[src/rtl/irq_ctrl.sv]
// Interrupt controller: per-source edge/level detection, enable masking and a
// claim/complete handshake served through a small four-register bus window.
module irq_ctrl #(
  parameter int NrSrc        = 4,
  parameter int DataWidth    = 32,
  parameter int AddressWidth = 32
) (
  input  logic                    clk_i,
  input  logic                    rst_i,
  input  logic                    req_i,
  input  logic                    we_i,
  input  logic [AddressWidth-1:0] addr_i,
  input  logic [DataWidth-1:0]    wdata_i,
  output logic [DataWidth-1:0]    rdata_o,
  input  logic [NrSrc-1:0]        irq_src_i,
  output logic                    irq_o
);

  typedef enum logic {
    IDLE    = 1'b0,
    SERVICE = 1'b1
  } state_e;

  localparam logic [1:0] RegPending = 2'd0;
  localparam logic [1:0] RegEnable  = 2'd1;
  localparam logic [1:0] RegEdge    = 2'd2;
  localparam logic [1:0] RegClaim   = 2'd3;

  state_e                 state_q, state_d;
  logic [NrSrc-1:0]       src_q, src_prev_q;
  logic [NrSrc-1:0]       pending_q, pending_d;
  logic [NrSrc-1:0]       enable_q, enable_d;
  logic [NrSrc-1:0]       edge_q, edge_d;
  logic [4:0]             active_id_q, active_id_d;
  logic [DataWidth-1:0]   rdata_q, rdata_d;
  logic                   irq_q, irq_d;

  logic                   rd_s, wr_s;
  logic [1:0]             reg_s;
  logic [NrSrc-1:0]       qual_s;
  logic [NrSrc-1:0]       claim_clr_s;
  logic [4:0]             claim_id_s;
  logic                   claim_go_s;
  logic                   complete_go_s;
  logic                   unused_s;

  assign unused_s = ^{addr_i, wdata_i};

  // Bus decode and lowest-index arbitration among enabled pending sources
  always_comb begin
    rd_s        = req_i & ~we_i;
    wr_s        = req_i & we_i;
    reg_s       = addr_i[3:2];
    qual_s      = pending_q & enable_q;
    claim_id_s  = 5'd0;
    claim_clr_s = '0;
    for (int i = NrSrc - 1; i >= 0; i--) begin
      if (qual_s[i]) begin
        claim_id_s     = 5'(i + 1);
        claim_clr_s    = '0;
        claim_clr_s[i] = 1'b1;
      end else begin
        claim_id_s = claim_id_s;
      end
    end
    claim_go_s    = rd_s && (reg_s == RegClaim) && (state_q == IDLE) && (|qual_s);
    complete_go_s = wr_s && (reg_s == RegClaim) && (state_q == SERVICE) &&
                    (wdata_i[4:0] == active_id_q);
  end

  // Claim/complete FSM next state
  always_comb begin
    state_d     = state_q;
    active_id_d = active_id_q;
    case (state_q)
      IDLE: begin
        if (claim_go_s) begin
          state_d     = SERVICE;
          active_id_d = claim_id_s;
        end else begin
          state_d = IDLE;
        end
      end
      SERVICE: begin
        if (complete_go_s) begin
          state_d     = IDLE;
          active_id_d = 5'd0;
        end else begin
          state_d = SERVICE;
        end
      end
      default: begin
        state_d     = IDLE;
        active_id_d = 5'd0;
      end
    endcase
  end

  // Register writes, pending update (new edge beats claim-clear), read mux, irq
  always_comb begin
    enable_d = enable_q;
    edge_d   = edge_q;
    if (wr_s && (reg_s == RegEnable)) begin
      enable_d = wdata_i[NrSrc-1:0];
    end else if (wr_s && (reg_s == RegEdge)) begin
      edge_d = wdata_i[NrSrc-1:0];
    end else begin
      enable_d = enable_q;
    end

    pending_d = (edge_q & ((pending_q & ~(claim_go_s ? claim_clr_s : '0)) |
                           (src_q & ~src_prev_q))) |
                (~edge_q & src_q);

    rdata_d = rdata_q;
    if (rd_s) begin
      rdata_d = '0;
      case (reg_s)
        RegPending: rdata_d[NrSrc-1:0] = pending_q;
        RegEnable:  rdata_d[NrSrc-1:0] = enable_q;
        RegEdge:    rdata_d[NrSrc-1:0] = edge_q;
        RegClaim:   rdata_d[4:0]       = claim_go_s ? claim_id_s : 5'd0;
        default:    rdata_d            = '0;
      endcase
    end else begin
      rdata_d = rdata_q;
    end

    irq_d = (state_q == IDLE) && !claim_go_s && (|qual_s);
  end

  // State registers; reset overrides any same-cycle access or source activity
  always_ff @(posedge clk_i) begin
    if (rst_i) begin
      state_q     <= IDLE;
      src_q       <= '0;
      src_prev_q  <= '0;
      pending_q   <= '0;
      enable_q    <= '0;
      edge_q      <= '0;
      active_id_q <= 5'd0;
      rdata_q     <= '0;
      irq_q       <= 1'b0;
    end else begin
      state_q     <= state_d;
      src_q       <= irq_src_i;
      src_prev_q  <= src_q;
      pending_q   <= pending_d;
      enable_q    <= enable_d;
      edge_q      <= edge_d;
      active_id_q <= active_id_d;
      rdata_q     <= rdata_d;
      irq_q       <= irq_d;
    end
  end

  assign rdata_o = rdata_q;
  assign irq_o   = irq_q;

endmodule

[config.mk]
export PLATFORM = sky130hd
export DESIGN_NAME = irq_ctrl
export DESIGN_NICKNAME = d
export VERILOG_FILES = /design/src/rtl/irq_ctrl.sv
export SDC_FILE = /design/constraint.sdc
export NUM_CORES = 1
export LEC_CHECK = 0
export CORE_MARGIN = 1.5
export CORE_UTILIZATION = 34
export CTS_CLUSTER_DIAMETER = 200
export DETAILED_ROUTE_END_ITERATION = 12
export PLACE_DENSITY = 0.8
export SYNTH_ARGS = -nofsm -noshare
export SYNTH_HDL_FRONTEND = slang
export SYNTH_SLANG_ARGS = --single-unit
[constraint.sdc]
create_clock -name clk_i -period 2.1 [get_ports clk_i]
set_input_delay 0.21 -clock clk_i [delete_from_list [all_inputs] [get_ports clk_i]]
set_output_delay 0.21 -clock clk_i [all_outputs]
set_load 0.01 [all_outputs]
==> metrics.txt, run 1 <==
Post-Synthesis Cells 162; core area 4000 sq um; CP required 2.26 ns; Post-DP HPWL 1890 um; Final Skew 0.00399 ns; Initial DRT Pass Iterations 4; Worst setup SP type flop; CTS Hold Bufs 0; Clock Sinks 29; CTS H-tree lvls 2; critical path fanouts, max 5; total CTS buffers 5; ant diodes 0; Final min period 1.77 ns; leakage 0.698 nW; vias in the first global route 948; die height 67.5 um; vias per std cell 4.59; top post-synthesis cells by area dfxtp_1 (41%), buf_4 (15%), mux2i_1 (6.4%), nor2b_1 (4.4%), nor2_1 (3.4%); Synth area leader dfxtp_1; Clock transition at path regs 0.06 ns; max capacitance violation total 0; Final Cell Area 1650 sq um; DR iter-0 viols 54; initial antenna violation count 0; unrepaired setup endpoints after global routing false; first-pass GRT wire length 4220 um; Placed Area 1560 sq um; sequential cell area fraction in the yosys report 41.0%; Area growth, synth to finish 16.6%; yosys warns 0; outcome finished, final reports clean; Initial Utilization 35.4%; post-synth top area share 41.0%; FFs w/ async S/R, synth 0%; GRT Resource Usage Total 12.7%; Cell variety after synth 32; Clk Latency, worst-skew pair 0.27 ns; Crit path largest cell delay 0.57 ns; vias post-DR 1,078; EDFF count, synth 0; CP Capture Type flop; die area 4560 sq um; setup TNS 0 ns; post-synthesis instance area 1420 sq um; WL/cell 10.7 um; Synth Area per Inst 8.74 sq um; most common cell in the synthesized netlist dfxtp_1; largest net degree at the start of global routing 19; CTS tree done; drc violations 0; Pwr Density 700 nW/um^2; Hold Vio Cnt, Final 0; worst vdd ir 0.344 mV; Slew Viols, Final 0; Synth Flop Type dfxtp_1; Fill cells 421; Ports 105; final cell count without fillers 235; Post CTS Setup Buffer Count 0; worst path cell trace a222oi_1 > or4b_1 > a32oi_1 > nor2_1; Chip Width 67.5 um; Seq cells post-synth 29; CP max stage cell or4b_1; Highest Clock Rate 0.565 GHz; GPL Wtd Cong 0.780; Worst EP arrival 1.93 ns; clk root buf clkbuf_8; fraction of layout cells with a size suffix above 1 7.03%; grt ovf 0; final period utilization 84.3%; Crit Path Category flop to flop; top cells by count, synth dfxtp_1 (29), buf_4 (28), nor2_1 (13); Buffers on Ports 19; fin nets 257; cts repair resizes 0; final WL 2520 um; Rows 23; CTS Buffer Depth 2; HP Class flop to flop; Final Setup Violations 0; dpl cells 228; post-route ant nets 0
## worst max-delay path: cells and delay by family (launching register included)
| kind | cells | cell delay [ns] |
|---|---|---|
| and+or+nand+nor | 2 | 0.62 |
| AOI/OAI and AO/OA | 2 | 0.69 |
| DFF | 1 | 0.35 |
## state kept, by name (all words and copies together), names as in the netlist
signal and flops:
active_id_q 3, edge_q 4, enable_q 4, irq_o 1, pending_q 4, rdata_o 4
src_prev_q 4, src_q 4, state_q 1
## metrics by stage
stage	hold WS (ns)	total power (W)	worst slack, ns	utilization (%)
after CTS	0.460	0.00117	0.334	41.3
after global routing	0.478	0.00121	0.230	41.3
after global placement	0.450	0.000717	0.161	39.1
after floorplan	0.290	0.000702	0.513	-
after detailed placement	0.452	0.000718	0.149	39.1
final	0.458	0.00116	0.330	41.3
## path summary, 6_finish.rpt
check | start | endpoint | slack [ns] | cells after the start
max | pending_q[1]$_SDFF_PP0_ | pending_q[3]$_SDFF_PP0_ | 0.33 | 4
min | src_q[1]$_SDFF_PP0_ | src_prev_q[1]$_SDFF_PP0_ | 0.46 | 1
max reg2reg | pending_q[1]$_SDFF_PP0_ | pending_q[3]$_SDFF_PP0_ | 0.33 | 4
min reg2reg | src_q[1]$_SDFF_PP0_ | src_prev_q[1]$_SDFF_PP0_ | 0.46 | 1
## cells by family (layout without fill, tap and decap cells)
family	after synthesis	after routing	share of synthesized area, %
simple gates	45	45	15.6
buf+inv	44	40	19.3
compound gates	31	31	15.7
flops	29	29	41.0
mux	9	9	6.37
xor+xnor	3	3	1.86
other cells	1	28	0.265
## routing by layer
metal	up-vias	share of wire, %	track usage, %
met5	-	0	0
li1	543	-	-
met3	6	7.1	5.33
met4	0	1.5	4.59
met2	35	47	20.2
met1	494	45	15.2
## cells in the final DEF, fill, tap and decap left out, types with 4 or more instances in the layout
master / n
inv_1: 10
dfxtp_1: 29
clkbuf_8: 6
nand2_1: 11
nor2b_1: 10
nor2_1: 13
conb_1: 28
nand3_1: 6
mux2i_1: 9
o21ai_0: 9
clkdlybuf4s50_1: 19
buf_4: 4
## cell type report
class,count,area (sq um),share of cell area [%]
Inverter,10,37.5,2.27
Tap cell,50,62.6,3.79
Timing Repair Buffer,23,220,13.3
Sequential cell,29,581,35.2
Clock buffer,7,86.3,5.23
Multi-Input combinational cell,116,663,40.2
## power breakdown
group / switching, W / internal, W
registers: 0.0000113 / 0.000569
logic: 0.0000678 / 0.0000590
clock network: 0.000189 / 0.000259
Power figures use the tool's default switching activity.
==> run 2, diff against run 1 <==
--- a/config.mk
+++ b/config.mk
@@ -6,10 +6,10 @@
 export NUM_CORES = 1
 export LEC_CHECK = 0
 export CORE_MARGIN = 1.5
-export CORE_UTILIZATION = 34
+export CORE_UTILIZATION = 31
 export CTS_CLUSTER_DIAMETER = 200
 export DETAILED_ROUTE_END_ITERATION = 12
-export PLACE_DENSITY = 0.8
+export PLACE_DENSITY = 0.77
 export SYNTH_ARGS = -nofsm -noshare
 export SYNTH_HDL_FRONTEND = slang
 export SYNTH_SLANG_ARGS = --single-unit
==> constraint.sdc (replaced) <==
create_clock -name clk_i -period 1.5 [get_ports clk_i]
set_input_delay 0.15 -clock clk_i [delete_from_list [all_inputs] [get_ports clk_i]]
set_output_delay 0.15 -clock clk_i [all_outputs]
set_load 0.01 [all_outputs]
==> run 2 against run 1 <==
The flow now finishes with violations (setup timing). First-iteration DRC count grew to 3.2 times the previous value. Hold slack lost 0.043 ns. Design area grew 13%. Final cell count grew 8.5%. Global-route usage grew 0.16 points. Sequential power grew 39%. Combinational power grew 66%. Non-clock buffer count grew 17. Sequential share of layout area shrank 4.1 points. Critical path type unchanged. Critical endpoint is now rdata_o[2]$_SDFFE_PP0N_. Largest power group is now the clock network.
==> metrics.txt, run 2 (synthesized netlist as in run 1, its figures left out) <==
most frequent cells in the layout conb_1 (28), dfxtp_1 (28), buf_4 (21); drc violations 0 (unchanged); worst path cell trace a222oi_1 > or4b_4 > buf_4 > a31oi_2; largest net degree at the start of global routing 13 (-6); cell family with most CP delay compound AO/OA/AOI/OAI gates; NetSw 0.000425 W (+58%); vias post-DR 1,163 (+7.9%); vias per std cell 4.56 (-0.58%); CTS H-tree lvls 2 (unchanged); vias in the first global route 1,077 (+14%); Buffers on Ports 19 (unchanged); Rows 24 (+4.3%); fraction of layout cells with a size suffix above 1 18.2% (+11 points); Highest Clock Rate 0.601 GHz (+6.3%); GRT Resource Usage Total 12.8% (+0.16 points); Hold Vio Cnt, Final 0 (unchanged); setup ws final -0.165 ns (-0.495 ns); Ports 105 (unchanged); fin nets 274 (+6.6%); failing checks setup timing; Multi-input gate area 701 sq um (+5.7%); Placed Area 1690 sq um (+7.8%); initial antenna violation count 0 (unchanged); Pwr Density 1060 nW/um^2 (+51%); clock power share 48.5% (+9.7 points); CP Capture Type flop; core area 4380 sq um (+9.6%); Final Power 0.00198 W (+71%); Final Cell Area 1870 sq um (+13%); ant diodes 0 (unchanged); die height 70.6 um (+4.5%); Initial DRT Pass Iterations 4 (unchanged); Area growth, synth to finish 32.1%; Slew Viols, Final 0 (unchanged); outcome complete, but fails checks; Register Area 582 sq um (+0.22%); max capacitance violation total 0 (unchanged); total CTS buffers 5 (unchanged); Clock Sinks 29 (unchanged); setup TNS -0.451 ns (-0.451 ns); Worst EP arrival 1.87 ns (-0.06 ns); CTS Buffer Depth 2 (unchanged); DR iter-0 viols 172 (+220%); unrepaired setup endpoints after global routing true; die area 4980 sq um (+9.2%); Clk Latency, worst-skew pair 0.28 ns (about the same); HP Class input pin to flop; Post-DP HPWL 2260 um (+20%); CP max stage cell or4b_4; Final min period 1.66 ns (-0.105 ns); final period utilization 111% (+27 points); switching portion of total power 21.4% (-1.8 points); leakage 0.851 nW (+22%); worst vdd ir 0.314 mV (-8.8%); CP required 1.70 ns (-0.56 ns); power share of the sequential group 40.8% (-9.5 points); Crit path buffers/inverters 1 (+1); Final Skew 0.00344 ns (-0.000549 ns); clk root buf clkbuf_8; Fill cells 433 (+2.9%); Crit path largest cell delay 0.52 ns (-0.05 ns); Clock transition at path regs 0.06 ns (about the same); post-route ant nets 0 (unchanged); Final Setup Violations 3 (+3); Worst setup SP type flop; critical path fanouts, max 2 (-3); CTS Hold Bufs 0 (unchanged); Crit Path Category flop to flop; Initial Utilization 32.3% (-3.1 points); first-pass GRT wire length 4940 um (+17%); Chip Width 70.6 um (+4.5%); Combinational Power Share 10.7% (-0.3 points); WL/cell 12.1 um (+13%); grt ovf 0 (unchanged); CTS tree done; Hold Slack 0.416 ns (-0.0427 ns); final WL 3080 um (+22%); GPL Wtd Cong 0.942 (+21%); Int Pwr 0.00156 W (+75%)
run 2: path summary, 6_finish.rpt:
path	from	end	slack, ns	cells past startpoint
hold / removal	irq_src_i[3]	src_q[3]$_SDFF_PP0_	0.42	2
setup / recovery	pending_q[1]$_SDFF_PP0_	rdata_o[2]$_SDFFE_PP0N_	-0.16	4
hold reg to reg	src_q[1]$_SDFF_PP0_	src_prev_q[1]$_SDFF_PP0_	0.46	1
setup reg to reg	pending_q[1]$_SDFF_PP0_	rdata_o[2]$_SDFFE_PP0N_	-0.16	4
run 2: worst register-to-register path, stage by stage (launching register included):
cell and delay (ns):
dfxtp_2 0.32, a222oi_1 0.45, or4b_4 0.52, buf_4 0.17, a31oi_2 0.13
run 2: power groups by stage:
stage	logic (W)	registers, W	clock network, W
2_1_floorplan	0.000155	0.000828	0
3_3_place_gp	0.000202	0.000825	0
3_5_place_dp	0.000206	0.000826	0
4_1_cts	0.000209	0.000809	0.000972
5_1_grt	0.000231	0.000812	0.00101
6_report	0.000211	0.000809	0.000961
run 2: cell type report:
cell class	count	area share, %
Multi-Input combinational cell	116	37.5
Sequential cell	29	31.1
Timing Repair Buffer	40	18.7
Clock buffer	5	3.68
Clock inverter	3	3.48
Tap cell	52	3.48
Inverter	10	2.01
run 2: repair_timing:
| item | 4_1_cts | 5_1_grt |
|---|---|---|
| pin swaps | 5 | 4 |
| setup endpoints to repair | 5 | 9 |
| setup buffers | 1 | 1 |
| hold endpoints to repair | 0 | 0 |
| resized for setup | 7 | 4 |
run 2: metrics by stage:
stage / utilization (%) / worst slack (ns) / cells
2_1_floorplan: - / -0.0870 / 189
3_3_place_gp: 38.5 / -0.281 / 246
3_5_place_dp: 38.5 / -0.363 / 246
4_1_cts: 42.4 / -0.142 / 255
5_1_grt: 42.6 / -0.184 / 255
6_report: 42.6 / -0.165 / 255
run 2: metal layers:
layer	track usage, %	wire (um)	part of all wire, %
met1	14.0	1210	39
met2	21.4	1570	51
met4	7.55	79	2.6
met5	0	0	0
met3	4.70	225	7.3
